--- config.mk ---
export PLATFORM = sky130hd
export DESIGN_NAME = rf_write_arbiter
export DESIGN_NICKNAME = d
export VERILOG_FILES = /design/src/rtl/rf_write_arbiter.sv
export SDC_FILE = /design/constraint.sdc
export NUM_CORES = 1
export LEC_CHECK = 0
export CAP_MARGIN = 20
export CORE_ASPECT_RATIO = 2
export CORE_MARGIN = 1.5
export CORE_UTILIZATION = 40
export DETAILED_ROUTE_END_ITERATION = 10
export DONT_BUFFER_PORTS = 1
export GPL_ROUTABILITY_DRIVEN = 0
export PLACE_DENSITY = 0.52
export SETUP_SLACK_MARGIN = 0.05
export SYNTH_ARGS = -nofsm -noshare
export SYNTH_HDL_FRONTEND = slang
export SYNTH_SLANG_ARGS = --single-unit
--- constraint.sdc ---
create_clock -name clk -period 2.6 [get_ports clk]
set_clock_uncertainty 0.15 [all_clocks]
set_input_delay 0.26 -clock clk [delete_from_list [all_inputs] [get_ports clk]]
set_output_delay 0.26 -clock clk [all_outputs]
set_load 0.005 [all_outputs]
--- src/rtl/rf_write_arbiter.sv ---
// Register-file write-port arbiter (WB > multi-cycle/debug) with pending-write scoreboard.
// Debug port present only when RF_ARB_DBG_EN is defined.
module rf_write_arbiter #(
    parameter int ADDR_WIDTH   = 5,
    parameter int DATA_WIDTH   = 32,
    parameter int STARVE_LIMIT = 8
) (
    input  logic                  clk,
    input  logic                  rst,
    input  logic                  wb_we,
    input  logic [ADDR_WIDTH-1:0] wb_wa,
    input  logic [DATA_WIDTH-1:0] wb_wd,
    input  logic                  mc_valid,
    output logic                  mc_ready,
    input  logic [ADDR_WIDTH-1:0] mc_wa,
    input  logic [DATA_WIDTH-1:0] mc_wd,
    input  logic                  dbg_valid,
    output logic                  dbg_ready,
    input  logic [ADDR_WIDTH-1:0] dbg_wa,
    input  logic [DATA_WIDTH-1:0] dbg_wd,
    input  logic                  iss_valid,
    input  logic [ADDR_WIDTH-1:0] iss_rd,
    output logic                  iss_ready,
    input  logic [ADDR_WIDTH-1:0] ra0,
    input  logic [ADDR_WIDTH-1:0] ra1,
    input  logic [ADDR_WIDTH-1:0] ra2,
    output logic                  haz_stall,
    output logic                  pipe_freeze,
    output logic [ADDR_WIDTH-1:0] wa,
    output logic [DATA_WIDTH-1:0] wd,
    output logic                  we
);

    localparam int NREG = 1 << ADDR_WIDTH;

    logic [NREG-1:0]       pend;
    logic [7:0]            starve_cnt;
    logic [8:0]            starve_inc;
    logic                  wb_gnt;
    logic                  mc_gnt;
    logic                  dbg_gnt;
    logic                  mc_wait;
    logic                  any_gnt;
    logic [ADDR_WIDTH-1:0] ra [3];

    assign wb_gnt = !rst && wb_we;

`ifdef RF_ARB_DBG_EN
    logic mc_req;
    logic dbg_req;
    logic mc_last;

    // mc_last=1 hands the next contested slot to dbg; reset favours mc.
    always_comb begin
        mc_req  = !rst && !wb_we && mc_valid;
        dbg_req = !rst && !wb_we && dbg_valid && !pipe_freeze;
        mc_gnt  = mc_req && (!dbg_req || !mc_last);
        dbg_gnt = dbg_req && (!mc_req || mc_last);
    end

    always_ff @(posedge clk) begin
        if (rst) begin
            mc_last <= 1'b0;
        end else if (mc_gnt) begin
            mc_last <= 1'b1;
        end else if (dbg_gnt) begin
            mc_last <= 1'b0;
        end
    end
`else
    logic unused_dbg;

    assign mc_gnt     = !rst && !wb_we && mc_valid;
    assign dbg_gnt    = 1'b0;
    assign unused_dbg = ^{dbg_valid, dbg_wa, dbg_wd};
`endif

    assign mc_ready  = mc_gnt;
    assign dbg_ready = dbg_gnt;
    assign any_gnt   = wb_gnt || mc_gnt || dbg_gnt;

    always_comb begin
        wa = '0;
        wd = '0;
        unique case (1'b1)
            wb_gnt: begin
                wa = wb_wa;
                wd = wb_wd;
            end
            mc_gnt: begin
                wa = mc_wa;
                wd = mc_wd;
            end
`ifdef RF_ARB_DBG_EN
            dbg_gnt: begin
                wa = dbg_wa;
                wd = dbg_wd;
            end
`endif
            default: ;
        endcase
    end

    assign we = any_gnt && (wa != '0);

    assign iss_ready = !pend[iss_rd] || (iss_rd == '0);

    assign ra[0] = ra0;
    assign ra[1] = ra1;
    assign ra[2] = ra2;

    // A write landing this cycle is forwarded by the register file.
    always_comb begin
        haz_stall = 1'b0;
        for (int k = 0; k < 3; k++) begin
            if (ra[k] != '0 && pend[ra[k]] &&
                !(mc_gnt && mc_wa == ra[k])) begin
                haz_stall = 1'b1;
            end
        end
    end

    // Later assignment makes a same-cycle issue win over the clear.
    always_ff @(posedge clk) begin
        if (rst) begin
            pend <= '0;
        end else begin
            if (mc_gnt) begin
                pend[mc_wa] <= 1'b0;
            end
            if (iss_valid && iss_ready && iss_rd != '0) begin
                pend[iss_rd] <= 1'b1;
            end
        end
    end

    assign mc_wait    = mc_valid && !mc_gnt;
    assign starve_inc = {1'b0, starve_cnt} + 9'd1;

    always_ff @(posedge clk) begin
        if (rst) begin
            starve_cnt  <= 8'd0;
            pipe_freeze <= 1'b0;
        end else begin
            pipe_freeze <= mc_wait &&
                           (starve_inc >= 9'(STARVE_LIMIT));
            if (!mc_wait) begin
                starve_cnt <= 8'd0;
            end else if (starve_cnt != 8'hFF) begin
                starve_cnt <= starve_cnt + 8'd1;
            end
        end
    end

endmodule

After elaboration in Yosys (flattened, before gate mapping)

Index checks and enable logic that the tools add are counted.

Add/subtract/negate cells: 2
Magnitude comparators: 8
Eq/ne operators: 4
Multiplexer cells: 20
Bitwise logic cells: 4
Reduce and logical (&&, ||, !) cells: 35

Operators with widths:

| cell                  | count |
|---|---|
| $mux W32              | 3 |
| $pmux W32 S2          | 1 |
| $and A32 B32 Y32      | 1 |
| $not A32 Y32          | 1 |
| $or A32 B32 Y32       | 1 |
| $lt A5 B6 Y1 const B  | 5 |
| $reduce_bool A5 Y1    | 5 |
| $bmux W1 S5           | 4 |
| $logic_and A1 B1 Y1   | 19 |
| $eq A5 B5 Y1          | 3 |
| $demux W1 S5          | 2 |
| $ge A5 B1 Y1 const B  | 2 |
| $pmux W5 S2           | 1 |
| $add A8 B1 Y9 const B | 1 |
| $ge A9 B4 Y1 const B  | 1 |
| $mux W1               | 9 |
| $add A8 B1 Y8 const B | 1 |
| $ne A8 B8 Y1 const B  | 1 |
| $logic_not A1 Y1      | 7 |
| $logic_not A5 Y1      | 1 |
| $logic_or A1 B1 Y1    | 2 |
| $reduce_or A2 Y1      | 1 |
| $not A1 Y1            | 1 |

Bits in registers: 41
Bits of input ports: 137
Output and inout bits: 43
Logic and storage cells: 76

Logic depth before layout (Yosys ltp)

Gate-level depths: netlist of the first run.

Depth in word-level cells: 10
Gate-level depth with buffers: 8
Gate-level depth less buffers: 7

Least setup slack after synthesis of the first run

No wires, ideal clock.

Kind: input -> output
Start point: input port ra2[0]
End point: output port haz_stall
Data arrival time: 1.655 ns
Required time: 2.190 ns
Setup slack: 0.535 ns
Cell stages on the path: 7
Buffers on the path: 1
Path through: buf_2 mux4_2 nor2b_1 o311ai_1 mux2i_1 a31oi_1 a211o_1

Word-level cells in the longest chain between the ends: 5
Elaborated cells on any way between the ends: 9
Classes of those cells: eq/ne (1); mux (3); reduce/logical (5)

Ends and longest elaborated chain:

| element                                                              | line     | source |
|---|---|---|
| start, declared                                                      | 26       | `input logic [ADDR_WIDTH-1:0] ra2,` |
| $bmux W1 S5 or $eq A5 B5 Y1 (tied branches)                          | 116, 117 |  |
| $mux W1 (not written as such) or $logic_and A1 B1 Y1 (tied branches) | 116, 117 |  |
| $logic_and A1 B1 Y1 or $logic_not A1 Y1 (tied branches)              | 116, 117 |  |
| $logic_and A1 B1 Y1 (*)                                              | 116      | `if (ra[k] != '0 && pend[ra[k]] &&` |
| $mux W1 (*)                                                          | 116      |  |
| end, declared                                                        | 27       | `output logic haz_stall,` |

Every way passes the cells marked *; elsewhere a longest branch is shown, timed or not. The select of a mux whose other input is x is not followed.

Final worst setup path of the first run

Start point: register pend[3]
End point: output port haz_stall

Word-level cells in the longest chain between the ends: 7
Elaborated cells on any way between the ends: 15
Classes of those cells: mux (9); reduce/logical (6)

Ends and longest elaborated chain:

| element                          | line | source |
|---|---|---|
| start, declared                  | 36   | `logic [NREG-1:0] pend;` |
| start signal, assigned           | 126  | `pend <= '0;` |
| start signal, assigned by index  | 129  | `pend[mc_wa] <= 1'b0;` |
| start signal, assigned by index  | 132  | `pend[iss_rd] <= 1'b1;` |
| $bmux W1 S5                      | 116  |  |
| $mux W1 (not written as such)    | 116  |  |
| $logic_and A1 B1 Y1 (2 in a row) | 116  |  |
| $mux W1 (2 in a row)             | 116  |  |
| $mux W1 (*)                      | 116  |  |

Marked as above.

==> results of run 1 <==
==> stage by stage <==
step	util	instance area (sq um)	hold slack, ns
after floorplan	-	3530	0.273
after global placement	0.412	3540	0.184
after detailed placement	0.412	3540	0.185
after CTS	0.430	3700	0.0273
after global routing	0.430	3700	0.0375
final	0.430	3700	0.0301
==> critical path: cells and delay by family (launching register included) <==
kind / cells / cell delay [ns]
muxes: 2 / 0.44
DFF: 1 / 0.35
AOI/OAI and AO/OA: 4 / 0.96
==> cell usage in the layout, fill, tap and decap left out, types with 3 or more instances in the layout <==
cell type and instances:
mux4_2 12, and3_1 3, o211ai_1 7, nand4b_1 3, o21ai_0 22, xor2_1 12
a21oi_1 16, nor4_1 4, mux2i_1 32, or3_1 6, nor3b_1 3, nand2_1 47
nor3_1 5, nand4_1 3, o21ai_1 12, mux4_1 5, nor2b_1 9, xnor2_1 7
nand3_1 33, dfxtp_1 41, a31oi_1 3, mux2_2 3, buf_4 4, clkbuf_16 5
a22o_1 39, a211oi_1 3, or2_2 4, nand2b_1 4, nor2_1 21, inv_1 5
==> routing by layer <==
| layer | global-route usage | wire (microns) | vias to the layer above |
|---|---|---|---|
| met3 | 0.0408 | 679 | 33 |
| li1 | - | - | 1561 |
| met1 | 0.252 | 4030 | 1613 |
| met4 | 0.153 | 602 | 0 |
| met2 | 0.503 | 7100 | 177 |
| met5 | 0 | 0 | - |
==> layout make-up <==
type,count,area [sq um]
sequential,41,821
tap,100,125
fill,895,4890
clock inverter,3,22.5
inverter,6,22.5
clock buffer,5,125
multi-input combinational,343,2540
timing repair buffer,5,40.0
==> kinds of logic (layout without fill, tap and decap cells) <==
family	count (synthesis)	in the layout	share of synthesized area
DFF	41	41	0.233
adders and majority gates	2	2	0.00709
and+or+nand+nor	155	155	0.224
muxes	52	52	0.214
buffers and inverters	39	19	0.0500
AOI/OAI and AO/OA	114	114	0.223
other	1	1	0.00106
xor gates and xnor gates	19	19	0.0472
==> worst paths after layout <==
kind,from,to,slack (ns),cells after the start
worst min-delay path,iss_rd[3],pend[18]$_SDFF_PP0_,0.03,3
worst min register to register,pend[0]$_SDFF_PP0_,pend[0]$_SDFF_PP0_,0.30,1
worst max register to register,pend[25]$_SDFF_PP0_,pend[14]$_SDFF_PP0_,0.66,5
worst max-delay path,pend[3]$_SDFF_PP0_,haz_stall,0.14,6
==> state kept, by name (all words and copies together), names as in the netlist <==
signal / count
pend: 32
starve_cnt: 8
pipe_freeze: 1
==> Yosys cell counts, types with 6 or more instances <==
cell type  instances
a21oi_1           16
a22o_1            39
buf_2              6
clkbuf_1          19
dfxtp_1           41
mux2i_1           32
mux4_2            12
nand2_1           47
nand3_1           33
nor2_1            21
nor2b_1           10
o211ai_1           7
o21ai_0           22
o21ai_1           12
or3_1              6
xnor2_1            7
xor2_1            12
==> power groups by stage <==
stage | clock network (mW) | logic (mW) | registers [mW]
after global placement | 0 | 0.210 | 0.659
final | 0.628 | 0.216 | 0.645
after detailed placement | 0 | 0.212 | 0.660
after global routing | 0.671 | 0.235 | 0.646
after CTS | 0.646 | 0.216 | 0.645
after floorplan | 0 | 0.224 | 0.655
==> metrics.txt, run 1 <==
1st-iter DRT viols=206; Critical Path Start Type=flop; Slew Viols, Final=0; hpwl dp=9760 microns; Max Fanout on Critical Path=5; sequential share of the synthesized area=0.233; static leakage=1.33 nW; CP endpoint kind=primary output; Total Wirelength=12,400 microns; Arrival @ worst endpoint=2.05 ns; Sw Share=0.261; syn nets=562; RSZ-0062 raised after global routing=no; vias per inst=6.73; status=finished, final reports clean; Clock Pin Slew Worst Setup and Hold Paths=0.06 ns; routed vias=3,384; largest area contributor in the netlist=dfxtp_1; post-synth cell types=55; Cell Chain, Critical Path=mux2_2 -> a221oi_1 -> o311ai_1 -> mux2i_1 -> a31oi_1 -> a211o_1; post-CTS sizing=0; Hold Path Class=primary input to flop; Hold-fix buffers, CTS=1; Cells after DPL=494; total grt overflow=0; Placement Setup Slack=0.473 ns; peak per-stage delay on the critical path=0.40 ns; TritonCTS Buffers=5; clock root cell=clkbuf_16; Most used DFF post-synth=dfxtp_1; Initial Utilization=0.411; IR drop worst, VDD=0.254 mV; largest cells by area after synthesis=dfxtp_1 (23%), a22o_1 (9.7%), mux2i_1 (9.1%); die area=9430 sq um; antenna violations before repair=0; area grow syn2layout=4.75%; Internal=1.10 mW; P per Cell Area=403 nW/um^2; Vert. Die Dim=136 microns; Worst Path Required=2.19 ns; number of synthesized flops with an enable pin=0; CTS tree=done; ratio of cells with drive above 1 in the final layout=0.0893; FF+latch count, synth=41; Setup Buffers After CTS=0; Cell Area, Synth=3530 sq um; final setup fails=0; Sw Pwr=0.388 mW; Max Fclk=407 MHz; crit path time final=2.46 ns; Mapped Cells=423; setup ws final=0.140 ns; Worst-Skew Late Latency=0.29 ns; Residual DRC=0; relative slew slack=0.479; period utilization=0.946; Reg power frac=0.433; nets@finish=541; post-synth top area share=0.233; Overall Power=1.49 mW; final hold vios=0; final std cells w/o fill=503; Max-cap violations=0; chip width=69.4 microns; Clock Tree Buf Depth=2; router iterations before antenna repair=4; CP max stage cell=a221oi_1; gr usage total=0.259; Setup TNS Final=0 ns; DR WL/cell=24.7 microns; Routed Antenna Nets=0; Synthesis Warnings=0; crit path kind=flop to primary output; vias in the first global route=3,223; CTS H-tree depth=2; Inserted Diodes=0; Port-buffer cells=0; Clk network pwr share=0.422; logic gate share of total power=0.145; Avg Inst Size Synth=8.34 sq um; clk sink count=41; pin count of the biggest net entering global routing=39; Core ar.=8590 sq um; Slew @ Worst Pin=0.781 ns; Async SR Flop Fraction=0; IO Pins=180; row cnt=48; first-pass GRT wire length=18,500 microns
Note: power is estimated with default switching activity, not from simulation.
==> run 2, diff against run 1 <==
--- a/config.mk
+++ b/config.mk
@@ -8,11 +8,11 @@
 export CAP_MARGIN = 20
 export CORE_ASPECT_RATIO = 2
 export CORE_MARGIN = 1.5
-export CORE_UTILIZATION = 40
+export CORE_UTILIZATION = 45
 export DETAILED_ROUTE_END_ITERATION = 10
 export DONT_BUFFER_PORTS = 1
 export GPL_ROUTABILITY_DRIVEN = 0
-export PLACE_DENSITY = 0.52
+export PLACE_DENSITY = 0.58
 export SETUP_SLACK_MARGIN = 0.05
 export SYNTH_ARGS = -nofsm -noshare
 export SYNTH_HDL_FRONTEND = slang
==> metrics.txt, run 2 (synthesis results as in run 1) <==
Clock Pin Slew Worst Setup and Hold Paths=0.06 ns (about the same); period utilization=0.908 (-0.0379); CTS tree=done; Setup TNS Final=0 ns (unchanged); Worst Setup SP=pend[18]$_SDFF_PP0_; RSZ-0062 raised after global routing=no; CP endpoint kind=primary output; antenna violations before repair=1 (+1); P per Cell Area=444 nW/um^2 (+10%); clk sink count=41 (unchanged); R2R Path Start=pend[9]$_SDFF_PP0_; chip width=65.6 microns (-5.5%); Critical Path Start Type=flop; hpwl dp=9290 microns (-4.8%); Slew Viols, Final=0 (unchanged); fin area=3730 sq um (+0.81%); crit path kind=flop to primary output; Clock Tree Buf Depth=2 (unchanged); Largest regs=pend x32, starve_cnt x8, pipe_freeze x1; register name with the most flops=pend; reg2reg path depth=5 (unchanged); M1 wire length=3760 microns (-6.6%); vias per inst=6.79 (+0.91%); pin count of the biggest net entering global routing=39 (unchanged); worst path buffer plus inverter count=0 (unchanged); CP most frequent cell=mux2i_1; clock root cell=clkbuf_16; TritonCTS Buffers=5 (unchanged); relative slew slack=0.513 (+0.0340); IR drop worst, VDD=0.440 mV (+73%); IO Pins=180 (unchanged); CP max stage cell=mux4_2; Overall Power=1.65 mW (+11%); Cell Chain, Critical Path=mux4_2 -> mux2i_1 -> mux2i_1 -> mux2i_1 -> a31oi_1 -> a211o_1; FF/Latch Area=821 sq um (unchanged); top routing layer in use=met4; area grow syn2layout=5.60%; Placed Area=3520 sq um (-0.42%); Max-cap violations=0 (unchanged); met2 wire length=6320 microns (-11%); Residual DRC=0 (unchanged); first-pass GRT wire length=17,500 microns (-5.4%); max FFs per register=32 (unchanged); vias in the first global route=3,265 (+1.3%); row cnt=45 (-6.3%); Worst Path Required=2.19 ns (about the same); total grt overflow=0 (unchanged); Max Fanout on Critical Path=5 (unchanged); most common cell after layout, fill and taps aside=nand2_1; ratio of cells with drive above 1 in the final layout=0.0871 (-0.00227); crit path time final=2.36 ns (-0.0987 ns); Multi-input gate area=2540 sq um (unchanged); static leakage=1.35 nW (+1.1%); Vert. Die Dim=128 microns (-5.6%); status=finished, final reports clean; Initial Utilization=0.464 (+0.0534); Setup crit end=haz_stall; Slew @ Worst Pin=0.730 ns (-0.0510 ns); reg2reg end=pend[12]$_SDFF_PP0_; final core utilization=0.490 (+0.0598); Port-buffer cells=0 (unchanged); Total Wirelength=11,800 microns (-4.9%); commonest non-fill, non-tap cells in the layout=nand2_1 (47), dfxtp_1 (41), a22o_1 (39); number of cells on the critical path=6 (unchanged); 1st-iter DRT viols=225 (+9.2%); CP delay by family, top=multiplexers; gr usage total=0.283 (+0.0235); final setup fails=0 (unchanged); Filler cells=788 (-12%); Worst-Skew Late Latency=0.29 ns (about the same); CTS H-tree depth=2 (unchanged); post-CTS sizing=0 (unchanged); Hold Path Class=primary input to flop; peak per-stage delay on the critical path=0.53 ns (+0.13 ns); Arrival @ worst endpoint=1.95 ns (-0.10 ns); Max Fclk=423 MHz (+4.2%); routed vias=3,374 (-0.30%); Core ar.=7600 sq um (-11%); nets@finish=540 (-0.18%); die area=8410 sq um (-11%); final hold vios=0 (unchanged); router iterations before antenna repair=5 (+1); DR WL/cell=23.7 microns (-3.8%); r2r setup slk=0.64 ns (-0.02 ns); routed wl met3=893 microns (+32%); Routed Antenna Nets=0 (unchanged)
[run 2: cell count changes in the layout (fill, tap and decap cells not counted), sizes merged]
cell,before,now
bufinv,0,2
clkinv,3,1
buf,4,3
diode,0,1
[run 2: power breakdown]
group	switching, mW	internal, mW
Combinational	0.104	0.108
Clock	0.249	0.548
Sequential	0.0107	0.635
[run 2: area by class of cell]
type	instances	share of cell area
clock inverter	3	0.0175
sequential	41	0.220
clock buffer	5	0.0336
inverter	6	0.00604
timing repair buffer	4	0.00873
multi-input combinational	343	0.682
tap	94	0.0316
antenna	1	0.000672
[run 2: worst min path at each step]
stage | cells past startpoint | to | slack (ns) | start
6_report | 2 | pend[7]$_SDFF_PP0_ | 0.005 | iss_rd[0]
3_5_place_dp | 1 | pend[2]$_SDFF_PP0_ | 0.19 | rst
4_1_cts | 2 | pend[7]$_SDFF_PP0_ | 0.002 | iss_rd[0]
5_1_grt | 2 | pend[6]$_SDFF_PP0_ | 0.02 | iss_rd[0]
2_1_floorplan | 2 | pend[4]$_SDFF_PP0_ | 0.27 | iss_valid
3_3_place_gp | 1 | pend[2]$_SDFF_PP0_ | 0.19 | rst
[run 2: repair_timing]
item | CTS | global route
endpoints found under the hold margin | 8 | 0
hold buffers | 1 | 0
setup buffers | 0 | 0
[run 2: metrics by stage]
stage               hold WS [ns]  worst slack, ns  instances
floorplan                  0.273            0.535        423
global placement           0.186            0.548        487
detailed placement         0.186            0.535        487
CTS                      0.00186            0.215        496
global route              0.0246            0.154        497
finish                   0.00534            0.239        497
[run 2: layer usage]
metal / vias up / global-route usage
met4: 0 / 0.188
met1: 1556 / 0.263
met5: - / 0
li1: 1549 / -
met3: 48 / 0.0536
met2: 221 / 0.534
==> run 3, diff against run 2 <==
--- a/config.mk
+++ b/config.mk
@@ -13,7 +13,7 @@
 export DONT_BUFFER_PORTS = 1
 export GPL_ROUTABILITY_DRIVEN = 0
 export PLACE_DENSITY = 0.58
-export SETUP_SLACK_MARGIN = 0.05
+export SETUP_SLACK_MARGIN = 0.4
 export SYNTH_ARGS = -nofsm -noshare
 export SYNTH_HDL_FRONTEND = slang
 export SYNTH_SLANG_ARGS = --single-unit
==> metrics.txt, run 3 (synthesis results as in run 1) <==
status=finished, final reports clean; Core ar.=7600 sq um (unchanged); FF/Latch Area=831 sq um (+1.2%); chip width=65.6 microns (unchanged); Total Wirelength=11,800 microns (+0.24%); Worst Path Required=2.19 ns (about the same); grt peak-use layer=met2; Setup TNS Final=0 ns (unchanged); gr usage total=0.284 (+0.000894); area grow syn2layout=6.10%; met2 Use GR=0.536 (+0.00240); final setup fails=0 (unchanged); most common cell after layout, fill and taps aside=nand2_1; met3 GRT Util=0.0527 (-0.000878); CP endpoint kind=primary output; router iterations before antenna repair=5 (unchanged); max FFs per register=32 (unchanged); die area=8410 sq um (unchanged); Max Fclk=428 MHz (+0.98%); Max Fanout on Critical Path=5 (unchanged); Critical Path Start Type=flop; 1st-iter DRT viols=250 (+11%); IR drop worst, VDD=0.439 mV (-0.26%); Worst-Skew Late Latency=0.29 ns (about the same); Arrival @ worst endpoint=1.93 ns (-0.02 ns); nets@finish=541 (+0.19%); static leakage=1.35 nW (+0.69%); Slew Viols, Final=0 (unchanged); Residual DRC=0 (unchanged); Max-cap violations=0 (unchanged); first-pass GRT wire length=17,500 microns (+0.19%); P per Cell Area=442 nW/um^2 (-0.47%); vias per inst=6.79 (about the same); Clock Pin Slew Worst Setup and Hold Paths=0.06 ns (about the same); vias in the first global route=3,276 (+0.34%); antenna violations before repair=1 (unchanged); Hold Path Class=primary input to flop; RSZ-0062 raised after global routing=yes; Vert. Die Dim=128 microns (unchanged); hpwl dp=9290 microns (unchanged); Overall Power=1.65 mW (unchanged); clock root cell=clkbuf_16; Multi-input gate area=2540 sq um (unchanged); final hold vios=0 (unchanged); IO Pins=180 (unchanged); DR WL/cell=23.7 microns (about the same); Largest regs=pend x32, starve_cnt x8, pipe_freeze x1; crit path time final=2.34 ns (-0.0229 ns); TritonCTS Buffers=5 (unchanged); Port-buffer cells=0 (unchanged); CTS H-tree depth=2 (unchanged); Filler cells=784 (-0.51%); Slew @ Worst Pin=0.740 ns (+0.0103 ns); routed vias=3,380 (+0.18%); pin count of the biggest net entering global routing=39 (unchanged); Routed Antenna Nets=0 (unchanged); met1 Track Usage GR=0.267 (+0.00385); ratio of cells with drive above 1 in the final layout=0.109 (+0.0221); clk sink count=41 (unchanged); row cnt=45 (unchanged); commonest non-fill, non-tap cells in the layout=nand2_1 (47), a22o_1 (39), nand3_1 (33), dfxtp_1 (33), mux2i_1 (32); crit path kind=flop to primary output; register name with the most flops=pend; Initial Utilization=0.464 (unchanged); CTS tree=done; total grt overflow=0 (unchanged); period utilization=0.899 (-0.00879); Clock Tree Buf Depth=2 (unchanged); relative slew slack=0.506 (-0.00689)
-- run 3: cell types whose count changed in the layout (fill, tap and decap cells not counted), sizes merged --
cell / previous run / this run
buf: 3 / 4
-- run 3: what timing repair did --
action / CTS / global route
setup buffers: 1 / 0
resized for setup: 8 / 0
hold endpoints to repair: 8 / 0
endpoints found under the setup margin: 2 / 2
pin swaps: 1 / 0
hold buffers: 1 / 0
-- run 3: critical path: stages, from the launching register on --
cell	delay, ns
dfxtp_1	0.40
mux4_2	0.54
mux4_2	0.48
inv_1	0.07
o21ai_1	0.05
o31ai_1	0.11
-- run 3: per-layer routing --
metal | part of all wire | routed length, microns
met3 | 0.078 | 920
met1 | 0.32 | 3760
met5 | 0 | 0
met4 | 0.060 | 705
met2 | 0.54 | 6440
-- run 3: worst paths after layout --
| kind | start | depth (start not counted) | slack [ns] | end |
|---|---|---|---|---|
| worst min-delay path | iss_rd[0] | 2 | 0.004 | pend[7]$_SDFF_PP0_ |
| worst max-delay path | pend[2]$_SDFF_PP0_ | 5 | 0.26 | iss_ready |
| worst max register to register | pend[25]$_SDFF_PP0_ | 5 | 0.62 | pend[12]$_SDFF_PP0_ |
| worst min register to register | pend[0]$_SDFF_PP0_ | 1 | 0.31 | pend[0]$_SDFF_PP0_ |
-- run 3: cell type report --
| cell class | count | share of cell area |
|---|---|---|
| Multi-Input combinational cell | 343 | 0.678 |
| Clock inverter | 3 | 0.0174 |
| Clock buffer | 5 | 0.0334 |
| Timing Repair Buffer | 5 | 0.0107 |
| Antenna cell | 1 | 0.000668 |
| Sequential cell | 41 | 0.222 |
| Tap cell | 94 | 0.0314 |
| Inverter | 6 | 0.00602 |
-- run 3: report_power, final --
group	switching, mW	leakage [nW]	internal (mW)
sequential	0.0107	0.335	0.636
clock	0.248	0.0938	0.548
combinational	0.104	0.926	0.109
total	0.363	1.35	1.29
-- run 3: through the flow --
stage	hold slack [ns]	utilization	area, sq um	std cells	setup slack, ns
finish	0.00387	0.493	3740	498	0.262
global route	0.0246	0.493	3740	498	0.223
CTS	0.00186	0.492	3740	497	0.286
detailed placement	0.186	0.464	3520	487	0.535
global placement	0.186	0.464	3520	487	0.548
floorplan	0.273	-	3530	423	0.535
